==> src/rtl/uart_rx_param_if.sv <==
// uart_rx_param_if: serial line, control and frame-status bundle for uart_rx_param
interface uart_rx_param_if #(parameter int DATA_BITS = 8) ();
  logic clken, rx, rdy_clr, stop2, rdy, parity_err, frame_err, overrun, busy;
  logic [1:0] parity_mode;
  logic [DATA_BITS-1:0] data_out;
  modport master(output clken, rx, rdy_clr, parity_mode, stop2,
                 input rdy, data_out, parity_err, frame_err, overrun, busy);
  modport slave(input clken, rx, rdy_clr, parity_mode, stop2,
                output rdy, data_out, parity_err, frame_err, overrun, busy);
endinterface

==> src/rtl/uart_rx_param.sv <==
// uart_rx_param: oversampling UART receiver with majority vote, parity/stop checks and overrun flag
module uart_rx_param #(
  parameter int DATA_BITS = 8,
  parameter int OVERSAMPLE = 16,
  parameter int SYNC_STAGES = 2
) (
  input logic clk,
  input logic rst,
  uart_rx_param_if.slave bus
);
  localparam int CW = $clog2(OVERSAMPLE);
  localparam logic [CW-1:0] S0 = CW'(OVERSAMPLE/2-1);
  localparam logic [CW-1:0] S1 = CW'(OVERSAMPLE/2);
  localparam logic [CW-1:0] S2 = CW'(OVERSAMPLE/2+1);
  localparam logic [CW-1:0] LAST = CW'(OVERSAMPLE-1);
  localparam logic [3:0] DB_LAST = 4'(DATA_BITS-1);
  typedef enum logic [2:0] {IDLE, START, DATA, PARITY, STOP} state_t;
  state_t state_q, state_d;
  logic [SYNC_STAGES-1:0] sync_q;
  logic [CW-1:0] cnt_q, cnt_d;
  logic [3:0] bit_q, bit_d;
  logic [1:0] smp_q, smp_d, pm_q, pm_d;
  logic armed_q, armed_d, s2_q, s2_d, perr_q, perr_d, ferr_q, ferr_d;
  logic [DATA_BITS-1:0] shift_q, shift_d, data_q, data_d;
  logic rdy_q, rdy_d, pe_q, pe_d, fe_q, fe_d, ovr_q, ovr_d;
  logic rx_s, vote, mid, last, done, ferr_fin;
  assign rx_s = sync_q[SYNC_STAGES-1];
  assign vote = (smp_q[0] & smp_q[1]) | (smp_q[0] & rx_s) | (smp_q[1] & rx_s);
  assign mid = cnt_q == S2;
  assign last = cnt_q == LAST;
  assign ferr_fin = ferr_q | ~vote;
  always_ff @(posedge clk) begin
    if (rst) begin
      sync_q <= '1;
      state_q <= IDLE;
      cnt_q <= '0;
      bit_q <= '0;
      smp_q <= '0;
      pm_q <= '0;
      armed_q <= 1'b0;
      s2_q <= 1'b0;
      perr_q <= 1'b0;
      ferr_q <= 1'b0;
      shift_q <= '0;
      data_q <= '0;
      rdy_q <= 1'b0;
      pe_q <= 1'b0;
      fe_q <= 1'b0;
      ovr_q <= 1'b0;
    end else begin
      sync_q <= {sync_q[SYNC_STAGES-2:0], bus.rx};
      state_q <= state_d;
      cnt_q <= cnt_d;
      bit_q <= bit_d;
      smp_q <= smp_d;
      pm_q <= pm_d;
      armed_q <= armed_d;
      s2_q <= s2_d;
      perr_q <= perr_d;
      ferr_q <= ferr_d;
      shift_q <= shift_d;
      data_q <= data_d;
      rdy_q <= rdy_d;
      pe_q <= pe_d;
      fe_q <= fe_d;
      ovr_q <= ovr_d;
    end
  end
  always_comb begin
    state_d = state_q;
    cnt_d = cnt_q;
    bit_d = bit_q;
    smp_d = smp_q;
    pm_d = pm_q;
    armed_d = armed_q;
    s2_d = s2_q;
    perr_d = perr_q;
    ferr_d = ferr_q;
    shift_d = shift_q;
    done = 1'b0;
    if (bus.clken) begin
      cnt_d = cnt_q + CW'(1);
      smp_d[0] = cnt_q == S0 ? rx_s : smp_q[0];
      smp_d[1] = cnt_q == S1 ? rx_s : smp_q[1];
      case (state_q)
        IDLE: begin
          cnt_d = '0;
          armed_d = armed_q | rx_s;
          if (armed_q && !rx_s) begin
            state_d = START;
            cnt_d = CW'(1);
            bit_d = '0;
            pm_d = bus.parity_mode;
            s2_d = bus.stop2;
            perr_d = 1'b0;
            ferr_d = 1'b0;
          end
        end
        START: begin
          if (mid && vote) begin
            state_d = IDLE;
            cnt_d = '0;
          end else if (last) state_d = DATA;
        end
        DATA: begin
          if (mid) shift_d = {vote, shift_q[DATA_BITS-1:1]};
          if (last) begin
            bit_d = bit_q == DB_LAST ? 4'd0 : bit_q + 4'd1;
            if (bit_q == DB_LAST) state_d = ^pm_q ? PARITY : STOP;
          end
        end
        PARITY: begin
          // odd mode inverts the expected bit relative to even
          if (mid) perr_d = vote ^ (^shift_q) ^ pm_q[1];
          if (last) state_d = STOP;
        end
        STOP: begin
          if (mid) begin
            ferr_d = ferr_fin;
            if (bit_q[0] == s2_q) begin
              done = 1'b1;
              state_d = IDLE;
              cnt_d = '0;
              armed_d = ~ferr_fin;
            end
          end
          if (last) bit_d = bit_q + 4'd1;
        end
        default: state_d = IDLE;
      endcase
    end
    data_d = done ? shift_q : data_q;
    pe_d = done ? perr_q : pe_q;
    fe_d = done ? ferr_fin : fe_q;
    rdy_d = done | (rdy_q & ~bus.rdy_clr);
    ovr_d = ~bus.rdy_clr & (ovr_q | (done & rdy_q));
  end
  assign bus.rdy = rdy_q;
  assign bus.data_out = data_q;
  assign bus.parity_err = pe_q;
  assign bus.frame_err = fe_q;
  assign bus.overrun = ovr_q;
  assign bus.busy = state_q != IDLE;
endmodule
==> src/flat_wrapper.sv <==
// flat-port wrapper written by rule: the top's interface ports become plain ports
module uart_rx_param_flat 
#(
  parameter int DATA_BITS = 8,
  parameter int OVERSAMPLE = 16,
  parameter int SYNC_STAGES = 2
)
  (clk, rst, bus_clken, bus_rx, bus_rdy_clr, bus_parity_mode, bus_stop2, bus_rdy, bus_data_out, bus_parity_err, bus_frame_err, bus_overrun, bus_busy);
  uart_rx_param_if #(.DATA_BITS(DATA_BITS)) bus_i ();
  input logic clk;
  input logic rst;
  input wire logic [$bits(bus_i.clken)-1:0] bus_clken;
  input wire logic [$bits(bus_i.rx)-1:0] bus_rx;
  input wire logic [$bits(bus_i.rdy_clr)-1:0] bus_rdy_clr;
  input wire logic [$bits(bus_i.parity_mode)-1:0] bus_parity_mode;
  input wire logic [$bits(bus_i.stop2)-1:0] bus_stop2;
  output wire logic [$bits(bus_i.rdy)-1:0] bus_rdy;
  output wire logic [$bits(bus_i.data_out)-1:0] bus_data_out;
  output wire logic [$bits(bus_i.parity_err)-1:0] bus_parity_err;
  output wire logic [$bits(bus_i.frame_err)-1:0] bus_frame_err;
  output wire logic [$bits(bus_i.overrun)-1:0] bus_overrun;
  output wire logic [$bits(bus_i.busy)-1:0] bus_busy;
  assign bus_i.clken = bus_clken;
  assign bus_i.rx = bus_rx;
  assign bus_i.rdy_clr = bus_rdy_clr;
  assign bus_i.parity_mode = bus_parity_mode;
  assign bus_i.stop2 = bus_stop2;
  assign bus_rdy = bus_i.rdy;
  assign bus_data_out = bus_i.data_out;
  assign bus_parity_err = bus_i.parity_err;
  assign bus_frame_err = bus_i.frame_err;
  assign bus_overrun = bus_i.overrun;
  assign bus_busy = bus_i.busy;
  uart_rx_param #(.DATA_BITS(DATA_BITS), .OVERSAMPLE(OVERSAMPLE), .SYNC_STAGES(SYNC_STAGES)) u_core (.clk(clk), .rst(rst), .bus(bus_i));
endmodule
==> config.mk <==
export PLATFORM = sky130hd
export DESIGN_NAME = uart_rx_param_flat
export DESIGN_NICKNAME = d
export VERILOG_FILES = /design/src/rtl/uart_rx_param_if.sv /design/src/rtl/uart_rx_param.sv /design/src/flat_wrapper.sv
export SDC_FILE = /design/constraint.sdc
export NUM_CORES = 1
export LEC_CHECK = 0
export ABC_AREA = 1
export BUFFER_PORTS_ARGS = -buffer_cell sky130_fd_sc_hd__buf_2
export CAP_MARGIN = 20
export CELL_PAD_IN_SITES_DETAIL_PLACEMENT = 1
export CELL_PAD_IN_SITES_GLOBAL_PLACEMENT = 2
export CORE_ASPECT_RATIO = 0.5
export CORE_MARGIN = 3
export CORE_UTILIZATION = 32
export CTS_CLUSTER_DIAMETER = 80
export DETAILED_ROUTE_END_ITERATION = 6
export GPL_TIMING_DRIVEN = 1
export PLACE_DENSITY_LB_ADDON = 0.1
export SYNTH_ARGS = -nofsm -noshare
export SYNTH_HDL_FRONTEND = slang
export SYNTH_SLANG_ARGS = --single-unit
==> constraint.sdc <==
create_clock -name clk -period 1.85 [get_ports clk]
set_input_delay 0.185 -clock clk [delete_from_list [all_inputs] [get_ports clk]]
set_output_delay 0.185 -clock clk [all_outputs]
set_load 0.01 [all_outputs]
# --- Word-level counts from Yosys, hierarchy flattened ---
# Cells that the tools add are included.
# W data, S select, Z words.
op_classes:
  bitwise_logic: 17
  eq_ne: 19
  n_mux: 32
  add_sub_neg: 2
  n_reduce_logical: 19
op_table:
  columns: ["operator", "count"]
  rows:
  - ["$mux W4", 7]
  - ["$mux W3", 9]
  - ["$pmux W4 S3", 2]
  - ["$ne A2 B1 Y1 const B", 8]
  - ["$pmux W3 S5", 1]
  - ["$eq A4 B4 Y1 const B", 3]
  - ["$reduce_and A4 Y1", 3]
  - ["$mux W1", 10]
  - ["$add A4 B1 Y4 const B", 2]
  - ["$eq A4 B3 Y1 const B", 2]
  - ["$reduce_and A8 Y1", 1]
  - ["$reduce_xor A8 Y1", 1]
  - ["$and A1 B1 Y1", 6]
  - ["$eq A3 B2 Y1 const B", 2]
  - ["$or A1 B1 Y1", 6]
  - ["$pmux W1 S2", 3]
  - ["$reduce_and A3 Y1", 2]
  - ["$reduce_bool A3 Y1", 2]
  - ["$reduce_and A5 Y1", 1]
  - ["$reduce_and A2 Y1", 2]
  - ["$reduce_bool A2 Y1", 2]
  - ["$eq A3 B1 Y1 const B", 1]
  - ["$eq A3 B3 Y1 const B", 1]
  - ["$logic_not A3 Y1", 1]
  - ["other kinds (7)", 11]
word_totals:
  register_bits: 41
  inputBits: 8
  elab_cells: 106

# --- Logic depth before layout (Yosys ltp) ---
# Gate-level depths: netlist of run 1.
logic_depth:
  ltp_word: 9
  ltp_mapped: 11

# --- Least setup slack after synthesis of run 1 ---
# Ideal clock, no wire load.
synth_path:
  path_kind: "reg-to-reg"
  start: "register u_core.cnt_q[0]"
  end: "register u_core.cnt_q[1]"
  setup_time_ns: 0.120
  t_required_ns: 1.730
  setup_slack_ns: 0.424
  n_path_buf: 0
  period_less_slack_ns: 1.426
  arrival_ns: 1.306
  path_stages_with_launch: 8
  path_cell_list: "dfxtp_1 ha_1 inv_1 nor2_1 a21oi_4 nand3b_1 nor2_1 nor2_1"
synth_via:
  elab_chain_len: 4
  word_cells_on_any_way: 7
synth_rtl:
  columns: ["element", "line_no", "text"]
  rows:
  - ["start, declared", "uart_rx_param.sv:20", "logic [CW-1:0] cnt_q, cnt_d;"]
  - ["start signal, assigned", "uart_rx_param.sv:53", "cnt_q <= cnt_d;"]
  - ["$add A4 B1 Y4 or $eq A4 B4 Y1 (tied branches)", "uart_rx_param.sv:82, uart_rx_param.sv:29", null]
  - ["$mux W4 or $logic_and A1 B1 Y1 (tied branches)", "uart_rx_param.sv:120, uart_rx_param.sv:100", null]
  - ["$mux W4 (on tied branches)", "uart_rx_param.sv:118, uart_rx_param.sv:100", null]
  - ["$pmux W4 S3 (*)", "uart_rx_param.sv:85", "case (state_q)"]
# Mark *: on every way between the ends. The rest lies on a longest branch, timed or not.
# A chain may end at the register's enable or synchronous reset.

# --- Worst setup path in the final report of run 1 ---
layout_path:
  start: "register u_core.state_q[0]"
  end: "register u_core.shift_q[7]"
layout_via:
  elab_chain_len: 2
layout_rtl:
  columns: ["element", "line_no", "text"]
  rows:
  - ["start, declared", "uart_rx_param.sv:18", "state_t state_q, state_d;"]
  - ["start signal, assigned", "uart_rx_param.sv:52", "state_q <= state_d;"]
  - ["$eq A3 B2 Y1", "uart_rx_param.sv:85", null]
  - ["$reduce_and A3 Y1 (no source line)", null, null]
  - ["end signal, assigned", "uart_rx_param.sv:61", "shift_q <= shift_d;"]
  - ["end, declared", "uart_rx_param.sv:24", "logic [DATA_BITS-1:0] shift_q, shift_d, data_q, data_d;"]
# No other way between the ends.

==> flow_summary.toml, run 1 <==
[sta]
period_needed_ps = 1660
hold_viol = 0
drv_slew = 0
worst_pin_slew_ps = 415
fmax_mhz = 603
final.setup.worst_slack_ps = 191
setup_viol_count_final = 0
slew_headroom_pct = 72.3
final.setup.tns_ps = 0
fin_worst_skew_ps = 3.83
rsz0062_at_grt = "false"
post-route-period-util_pct = 89.7

[cts]
cts_setup_buffers = 0
cts_tree = "yes"
clk_latency_ps = 290
clk_pin_slew_worst_paths_ps = 60
htreeDepth = 2
cts_resized = 0
numClockSinks = 41
cts_root_buffer = "clkbuf_16"
hold_buffers = 0
cts_buffer_depth = 2
cts_buffers = 5

[placed_design]
io_buffers = 20
preCtsSetupSlack_ps = 202
gp_congestion = 0.774
hpwlAfterDp_microns = 3970

[finish]
area_growth_pct = 18.2
final_common_cell = "nand2_1"
diodes = 0
fillers = 772
drive_gt1_share_pct = 17.5
final_cell_mix = "62 x nand2_1, 41 x dfxtp_1, 35 x inv_1, 35 x nor2_1, 34 x o21ai_0"
nNetsFinal = 336
finish.utilization_pct = 41.7

[routing]
wire_per_inst_microns = 12.6
detail_route.iter0.violations = 39
via_per_inst = 4.68
routed_wl_microns = 5170
dr_total_vias = 1916
ant_nets = 0
firstDrtPassIters = 4
drc = 0

[power_and_ir_drop]
irDropWorstVdd_v = 0.000475
power_leakage_nw = 1.04
pwr_density_cell_nw_per_um2 = 828
power_mw = 2.02

[yosys]
syn_inst = 299
syn_nets = 311
syn_area_sq_um = 2060
ys_seq_elements = 41
avgSynthCellArea_sq_um = 6.90
yosysWarnings = 0
netlist-cell-type-count = 31
ys_seq_area_share_pct = 39.8

[grt]
antenna_found_initial = 0
grt_remaining_overflow = 0
track_usage_pct = 14.8
met1_usage_pct = 18.9
global_route.usage.met3_pct = 4.52
grt-busiest-layer = "met2"
grt_pass1_wl_microns = 8970
gr-usage-met2_pct = 24.3
grt_pass1_vias = 1957
grt_max_degree = 19

[die]
start_util_pct = 35.3
die-area_sq_um = 7510
die_h_microns = 62.8
fp.dieW_microns = 120
ios = 21
rows = 19
core_sq_um = 5850

[setup_path]
critPathKind = "reg -> reg"
cp.required_ps = 2030
cp_max_fo = 13
end_kind = "register"
cp-start-kind = "register"
cp.arrival_ps = 1840

[run]
maxCapViolations = 0

[outcome]
status = "finished, final reports clean"

[min_path]
hold_class = "in -> reg"
==> flip-flops by register name, summed over array words and instances (netlist names), 2 cells and up <==
| name | count |
|---|---|
| u_core.sync_q | 2 |
| u_core.smp_q | 2 |
| u_core.cnt_q | 4 |
| u_core.state_q | 3 |
| u_core.bit_q | 4 |
| u_core.bus.data_out | 8 |
| u_core.shift_q | 8 |
| u_core.pm_q | 2 |
==> path summary, 6_finish.rpt <==
path | from | end | slack [ps] | cells after the start
hold / removal | bus_rx | u_core.sync_q[0] | 80 | 2
hold reg to reg | u_core.sync_q[0] | u_core.sync_q[1] | 430 | 1
setup / recovery | u_core.state_q[0] | u_core.shift_q[7] | 190 | 7
setup reg to reg | u_core.state_q[0] | u_core.shift_q[7] | 190 | 7
==> metal layers <==
layer  wire [microns]  part of all wire, %
met1             2590                   50
met2             2320                   45
met3              209                  4.0
met4               57                  1.1
met5                0                    0
==> cell usage after synthesis <==
master	n	area, sq um
nand2_1	62	233
dfxtp_1	41	821
inv_1	35	131
nor2_1	35	131
o21ai_0	34	170
a21oi_1	32	160
nand3_1	12	60.1
inv_2	6	22.5
nand2_2	6	37.5
ha_1	4	50.1
or2_2	4	25.0
clkbuf_1	3	11.3
nor3_1	3	15.0
xnor2_1	3	26.3
buf_2	2	10.0
nor2_4	2	22.5
a21oi_4	1	16.3
a311oi_1	1	8.76
buf_6	1	11.3
clkinv_2	1	5.00
nand2_4	1	11.3
nand3_2	1	10.0
nand3b_1	1	7.51
nand4_1	1	6.26
nor2_2	1	6.26
nor3_2	1	10.0
nor3_4	1	16.3
o21ai_1	1	5.00
o21ai_2	1	8.76
o22ai_1	1	6.26
o31ai_1	1	7.51
==> where the power goes <==
part / internal [mW] / switching [mW]
combinational: 0.0320 / 0.0574
clock: 0.674 / 0.354
sequential: 0.893 / 0.00861
==> cell families after synthesis <==
logic type,share of synthesized area [%]
adders and majority gates,2.43
DFF,39.8
AOI/OAI and AO/OA,18.6
and+or+nand+nor,28.7
buffers and inverters,9.28
xor gates and xnor gates,1.27
==> through the flow <==
stage	hold slack (ps)	instance area, sq um	instances
after floorplan	289	2060	299
after global placement	368	2270	401
after detailed placement	372	2270	401
after CTS	72.7	2440	409
after global routing	74.5	2440	409
final	80.8	2440	409
==> cell type report <==
class                           instances  area [sq um]  area share (%)
Clock inverter                          1          30.0            1.23
Timing Repair Buffer                   24           130            5.34
Sequential cell                        41           821            33.7
Multi-Input combinational cell        210          1050            43.1
Inverter                               42           159            6.52
Clock buffer                            7           143            5.85
Tap cell                               84           105            4.31
==> critical path, cell delays in order, from the launching register on <==
cell	delay, ps
dfxtp_1	480
nor2_2	90
nand2_1	130
inv_1	120
nand2_1	340
inv_1	150
o21ai_0	180
a21oi_1	50
Power figures use the tool's default switching activity.
==> run 2, diff against run 1 <==
--- a/config.mk
+++ b/config.mk
@@ -10,7 +10,6 @@
 export CAP_MARGIN = 20
 export CELL_PAD_IN_SITES_DETAIL_PLACEMENT = 1
 export CELL_PAD_IN_SITES_GLOBAL_PLACEMENT = 2
-export CORE_ASPECT_RATIO = 0.5
 export CORE_MARGIN = 3
 export CORE_UTILIZATION = 32
 export CTS_CLUSTER_DIAMETER = 80
==> run 2 against run 1 <==
  * Core utilization down 2.5 points
  * Die area decreased by 0.78%
  * Combinational power down 4.3%
  * Register-to-register slack worse by 30 ps
  * Final area fell by 2.1%
==> flow_summary.toml, run 2 (synthesized netlist as in run 1, its figures left out) <==
[outcome]
status = "finished, final reports clean"

[cts]
cts_tree = "yes"
hold_buffers = 0
clk_pin_slew_worst_paths_ps = 90
clk_latency_ps = 300
cts_root_buffer = "clkbuf_8"
numClockSinks = 41
cts_buffers = 5
htreeDepth = 2
cts_setup_buffers = 0
cts_buffer_depth = 2

[grt]
antenna_found_initial = 0
grt_pass1_vias = 1974
track_usage_pct = 14.9
grt_remaining_overflow = 0
grt_pass1_wl_microns = 8930
grt_max_degree = 26

[power_and_ir_drop]
irDropWorstVdd_v = 0.000268
pwr_density_cell_nw_per_um2 = 785
power_mw = 1.87
power_leakage_nw = 1.03

[routing]
dr_total_vias = 1923
drc = 0
via_per_inst = 4.82
wire_per_inst_microns = 12.7
firstDrtPassIters = 4
ant_nets = 0
routed_wl_microns = 5080
detail_route.iter0.violations = 74

[setup_path]
cp_max_fo = 5
rrSetupSlack_ps = 160
end_kind = "register"
cp-start-kind = "register"
cp.required_ps = 2040
cp.arrival_ps = 1870
critPathKind = "reg -> reg"

[sta]
final.setup.worst_slack_ps = 163
slew_headroom_pct = 71.0
rsz0062_at_grt = "false"
period_needed_ps = 1690
post-route-period-util_pct = 91.2
fmax_mhz = 593
drv_slew = 0
final.setup.tns_ps = 0
hold_viol = 0
setup_viol_count_final = 0
worst_pin_slew_ps = 432
fin_worst_skew_ps = 5.83

[finish]
area_growth_pct = 15.7
nNetsFinal = 335
drive_gt1_share_pct = 17.9
final_cell_mix = "61 x nand2_1, 41 x dfxtp_1, 35 x inv_1, 35 x nor2_1, 34 x o21ai_0"
final_common_cell = "nand2_1"
diodes = 0

[placed_design]
gp_congestion = 0.732
hpwlAfterDp_microns = 3950
preCtsSetupSlack_ps = 179
io_buffers = 20

[die]
fp.dieW_microns = 86.3
ios = 21
core_sq_um = 6100
start_util_pct = 33.8
rows = 28
die-area_sq_um = 7450
die_h_microns = 86.3

[run]
maxCapViolations = 0

[min_path]
hold_class = "in -> reg"
run 2: cell count changes in the layout (fill, tap and decap cells not counted), sizes merged:
cell,delta
clkbuf,-2
inv,+1
bufinv,+1
buf,-1
run 2: critical path: stages, from the launching register on:
cell and delay (ps):
dfxtp_1 420, ha_1 200, inv_1 40, nor2_1 290, a21oi_4 120, nand3b_1 200, nor2_1 240, nor2_1 60
run 2: layout make-up:
| class | count | area, sq um |
|---|---|---|
| Clock buffer | 5 | 68.8 |
| Clock inverter | 3 | 68.8 |
| Fill cell | 801 | 3710 |
| Inverter | 42 | 159 |
| Multi-Input combinational cell | 210 | 1050 |
| Sequential cell | 41 | 821 |
| Tap cell | 75 | 93.8 |
| Timing Repair Buffer | 23 | 123 |
run 2: repair_timing:
item | in CTS | in global routing
gates resized for setup | 0 | 1
setup endpoints to repair | 0 | 1
endpoints found under the hold margin | 0 | 0
run 2: routing by layer:
layer  GRT usage [%]  vias to the layer above  routed length (microns)
met5               0                        -                        0
met2            25.9                       19                     2440
met4            3.40                        0                       55
met1            19.0                      892                     2450
met3            3.23                        5                      130
li1                -                     1007                        -
run 2: path summary, 6_finish.rpt:
path                 endpoint  cells after the start        startpoint
max           u_core.cnt_q[1]                      7   u_core.cnt_q[0]
min          u_core.sync_q[0]                      2            bus_rx
max reg2reg   u_core.cnt_q[1]                      7   u_core.cnt_q[0]
min reg2reg  u_core.sync_q[1]                      1  u_core.sync_q[0]
run 2: power breakdown:
part | internal (mW) | total, mW | switching, mW
Clock | 0.544 | 0.889 | 0.345
Sequential | 0.891 | 0.900 | 0.00880
Combinational | 0.0293 | 0.0856 | 0.0563
Total | 1.46 | 1.87 | 0.411
run 2: metrics by stage:
stage / area, sq um / util (%) / cells / hold WS (ps)
CTS: 2380 / 39.1 / 399 / 57.8
finish: 2390 / 39.2 / 399 / 63.6
floorplan: 2060 / - / 299 / 289
detailed placement: 2250 / 36.9 / 391 / 375
global route: 2390 / 39.2 / 399 / 56.3
global placement: 2250 / 36.9 / 391 / 368
==> run 3, diff against run 2 <==
--- a/config.mk
+++ b/config.mk
@@ -8,14 +8,13 @@
 export ABC_AREA = 1
 export BUFFER_PORTS_ARGS = -buffer_cell sky130_fd_sc_hd__buf_2
 export CAP_MARGIN = 20
-export CELL_PAD_IN_SITES_DETAIL_PLACEMENT = 1
-export CELL_PAD_IN_SITES_GLOBAL_PLACEMENT = 2
 export CORE_MARGIN = 3
-export CORE_UTILIZATION = 32
+export CORE_UTILIZATION = 55
 export CTS_CLUSTER_DIAMETER = 80
 export DETAILED_ROUTE_END_ITERATION = 6
 export GPL_TIMING_DRIVEN = 1
-export PLACE_DENSITY_LB_ADDON = 0.1
+export PLACE_DENSITY = 0.75
+export REMOVE_ABC_BUFFERS = 1
 export SYNTH_ARGS = -nofsm -noshare
 export SYNTH_HDL_FRONTEND = slang
 export SYNTH_SLANG_ARGS = --single-unit
==> constraint.sdc (replaced) <==
create_clock -name clk -period 1.85 [get_ports clk]
set_input_delay 0.2775 -clock clk [delete_from_list [all_inputs] [get_ports clk]]
set_output_delay 0.2775 -clock clk [all_outputs]
set_load 0.01 [all_outputs]
==> run 3 against run 2 <==
  * Hold slack improved by 110 ps
  * Critical path type unchanged
  * Fmax grew 2.9%
  * Via count is 1.3% lower
  * Setup slack better by 48 ps
  * Combinational power fell by 0.9%
  * Power shrank 8.4%
  * First-iteration DRC count up 62%
  * Clock-buffer cell count is 2 higher
  * Largest power group unchanged
  * Sequential power is essentially flat
  * Core utilization rose by 28 points
==> flow_summary.toml, run 3 (synthesized netlist as in run 1, its figures left out) <==
[power_and_ir_drop]
clkPwrFrac_pct = 42.7
p_sw_share_pct = 20.7
power_leakage_nw = 1.01
comb_power_share_pct = 4.9
p_switching_mw = 0.356
pwr_density_cell_nw_per_um2 = 738
irDropWorstVdd_v = 0.000624
p_int_mw = 1.36
p_seq_share_pct = 52.4

[setup_path]
cp.arrival_ps = 1820
cp_max_fo = 5
critPathKind = "reg -> reg"
rrSetupSlack_ps = 210
cp-start-kind = "register"
cp_num_buf_inv = 1
crit_chain = "ha_1 -> inv_1 -> nor2_1 -> a21oi_4 -> nand3b_1 -> nor2_1 -> nor2_1"
cpMaxStageDelayCell = "dfxtp_1"
critical_path.top_delay_family = "simple AND/OR/NAND/NOR gates"
crit_top_cell = "nor2_1"
cp.required_ps = 2030
max_stage_delay_ps = 410
reg2reg_from = "u_core.cnt_q[0]"
end_kind = "register"
r2r_cells = 7
r2r-end = "u_core.cnt_q[1]"

[cts]
cts_root_buffer = "clkbuf_8"
cts_buffers = 5
clk_latency_ps = 290
cts_setup_buffers = 0
cts_resized = 0
cts_tree = "yes"
htreeDepth = 2
numClockSinks = 41
clk_pin_slew_worst_paths_ps = 80
hold_buffers = 0
cts_buffer_depth = 2

[placed_design]
gp_congestion = 0.850
hpwlAfterDp_microns = 3110
io_buffers = 20
dpl_cell_area_sq_um = 2210

[finish]
finalInstanceArea_sq_um = 2330
drive_gt1_share_pct = 17.3
final_common_cell = "nand2_1"
area_growth_pct = 12.8
final_cell_mix = "62 x nand2_1, 41 x dfxtp_1, 35 x inv_1, 35 x nor2_1, 34 x o21ai_0"
nNetsFinal = 335
fillers = 342
finish.utilization_pct = 67.1
diodes = 0

[routing]
dr_total_vias = 1898
via_per_inst = 5.13
routed_wl_microns = 4240
detail_route.iter0.violations = 120
ant_nets = 0
wire_per_inst_microns = 11.5
firstDrtPassIters = 4
drc = 0

[sta]
fin_worst_skew_ps = 4.37
hold_viol = 0
rsz0062_at_grt = "false"
worst_pin_slew_ps = 364
setup_viol_count_final = 0
final.setup.tns_ps = 0
drv_slew = 0
slew_headroom_pct = 75.5
post-route-period-util_pct = 88.6
fmax_mhz = 610
period_needed_ps = 1640

[grt]
track_usage_pct = 21.3
grt_max_degree = 27
grt_pass1_wl_microns = 7390
grt_pass1_vias = 1738
grt_remaining_overflow = 0
antenna_found_initial = 0

[die]
die-area_sq_um = 4520
fp.dieW_microns = 67.3
start_util_pct = 59.5
ios = 21
core_sq_um = 3470
die_h_microns = 67.3
rows = 21

[min_path]
hold_start = "bus_rx"
min_to = "u_core.sync_q[0]"
hold_depth = 2
hold_class = "in -> reg"

[outcome]
status = "finished, final reports clean"

[run]
maxCapViolations = 0
[run 3: changes by cell type in the layout (fill, tap and decap cells not counted)]
cell,before,now
clkbuf_1,0,1
inv_6,1,0
bufinv_16,2,1
nand2_2,7,6
clkbuf_8,5,6
nand2_1,61,62
[run 3: stage by stage]
step,setup WS [ps],cells,hold slack (ps),power (mW)
floorplan,424,293,347,0.972
finish,211,370,171,1.72
global placement,261,362,392,1.00
CTS,225,370,171,1.74
detailed placement,239,362,399,1.00
global route,33.5,370,174,1.79
[run 3: worst max-delay path by stage]
stage,startpoint,slack [ps],endpoint,cells past startpoint
3_5_place_dp,u_core.cnt_q[0],240,u_core.cnt_q[1],7
2_1_floorplan,u_core.cnt_q[0],420,u_core.cnt_q[1],7
6_report,u_core.cnt_q[0],210,u_core.cnt_q[1],7
3_3_place_gp,u_core.cnt_q[0],260,u_core.cnt_q[1],7
4_1_cts,u_core.cnt_q[0],230,u_core.cnt_q[1],7
5_1_grt,u_core.cnt_q[0],30,u_core.cnt_q[1],7
[run 3: power groups by stage]
stage | logic [mW] | registers [mW] | clock network (mW)
floorplan | 0.0539 | 0.919 | 0
global placement | 0.0834 | 0.920 | 0
detailed placement | 0.0840 | 0.920 | 0
CTS | 0.0849 | 0.900 | 0.752
global route | 0.0966 | 0.901 | 0.790
finish | 0.0848 | 0.900 | 0.733
[run 3: final cells by class]
| class | instances | area, sq um | area share, % |
|---|---|---|---|
| inverters | 42 | 159 | 6.83 |
| repair buffers | 23 | 123 | 5.27 |
| clock inverters | 1 | 30.0 | 1.29 |
| flip-flops and latches | 41 | 821 | 35.3 |
| multi-input cells | 210 | 1050 | 45.2 |
| well taps | 46 | 57.6 | 2.47 |
| clock buffers | 7 | 86.3 | 3.71 |
[run 3: metal layers]
| layer | track usage (%) | vias to the layer above | share of wire (%) |
|---|---|---|---|
| li1 | - | 1010 | - |
| met1 | 25.2 | 850 | 45 |
| met2 | 37.9 | 32 | 50 |
| met4 | 6.58 | 0 | 1.1 |
| met5 | 0 | - | 0 |
| met3 | 4.83 | 6 | 4.0 |
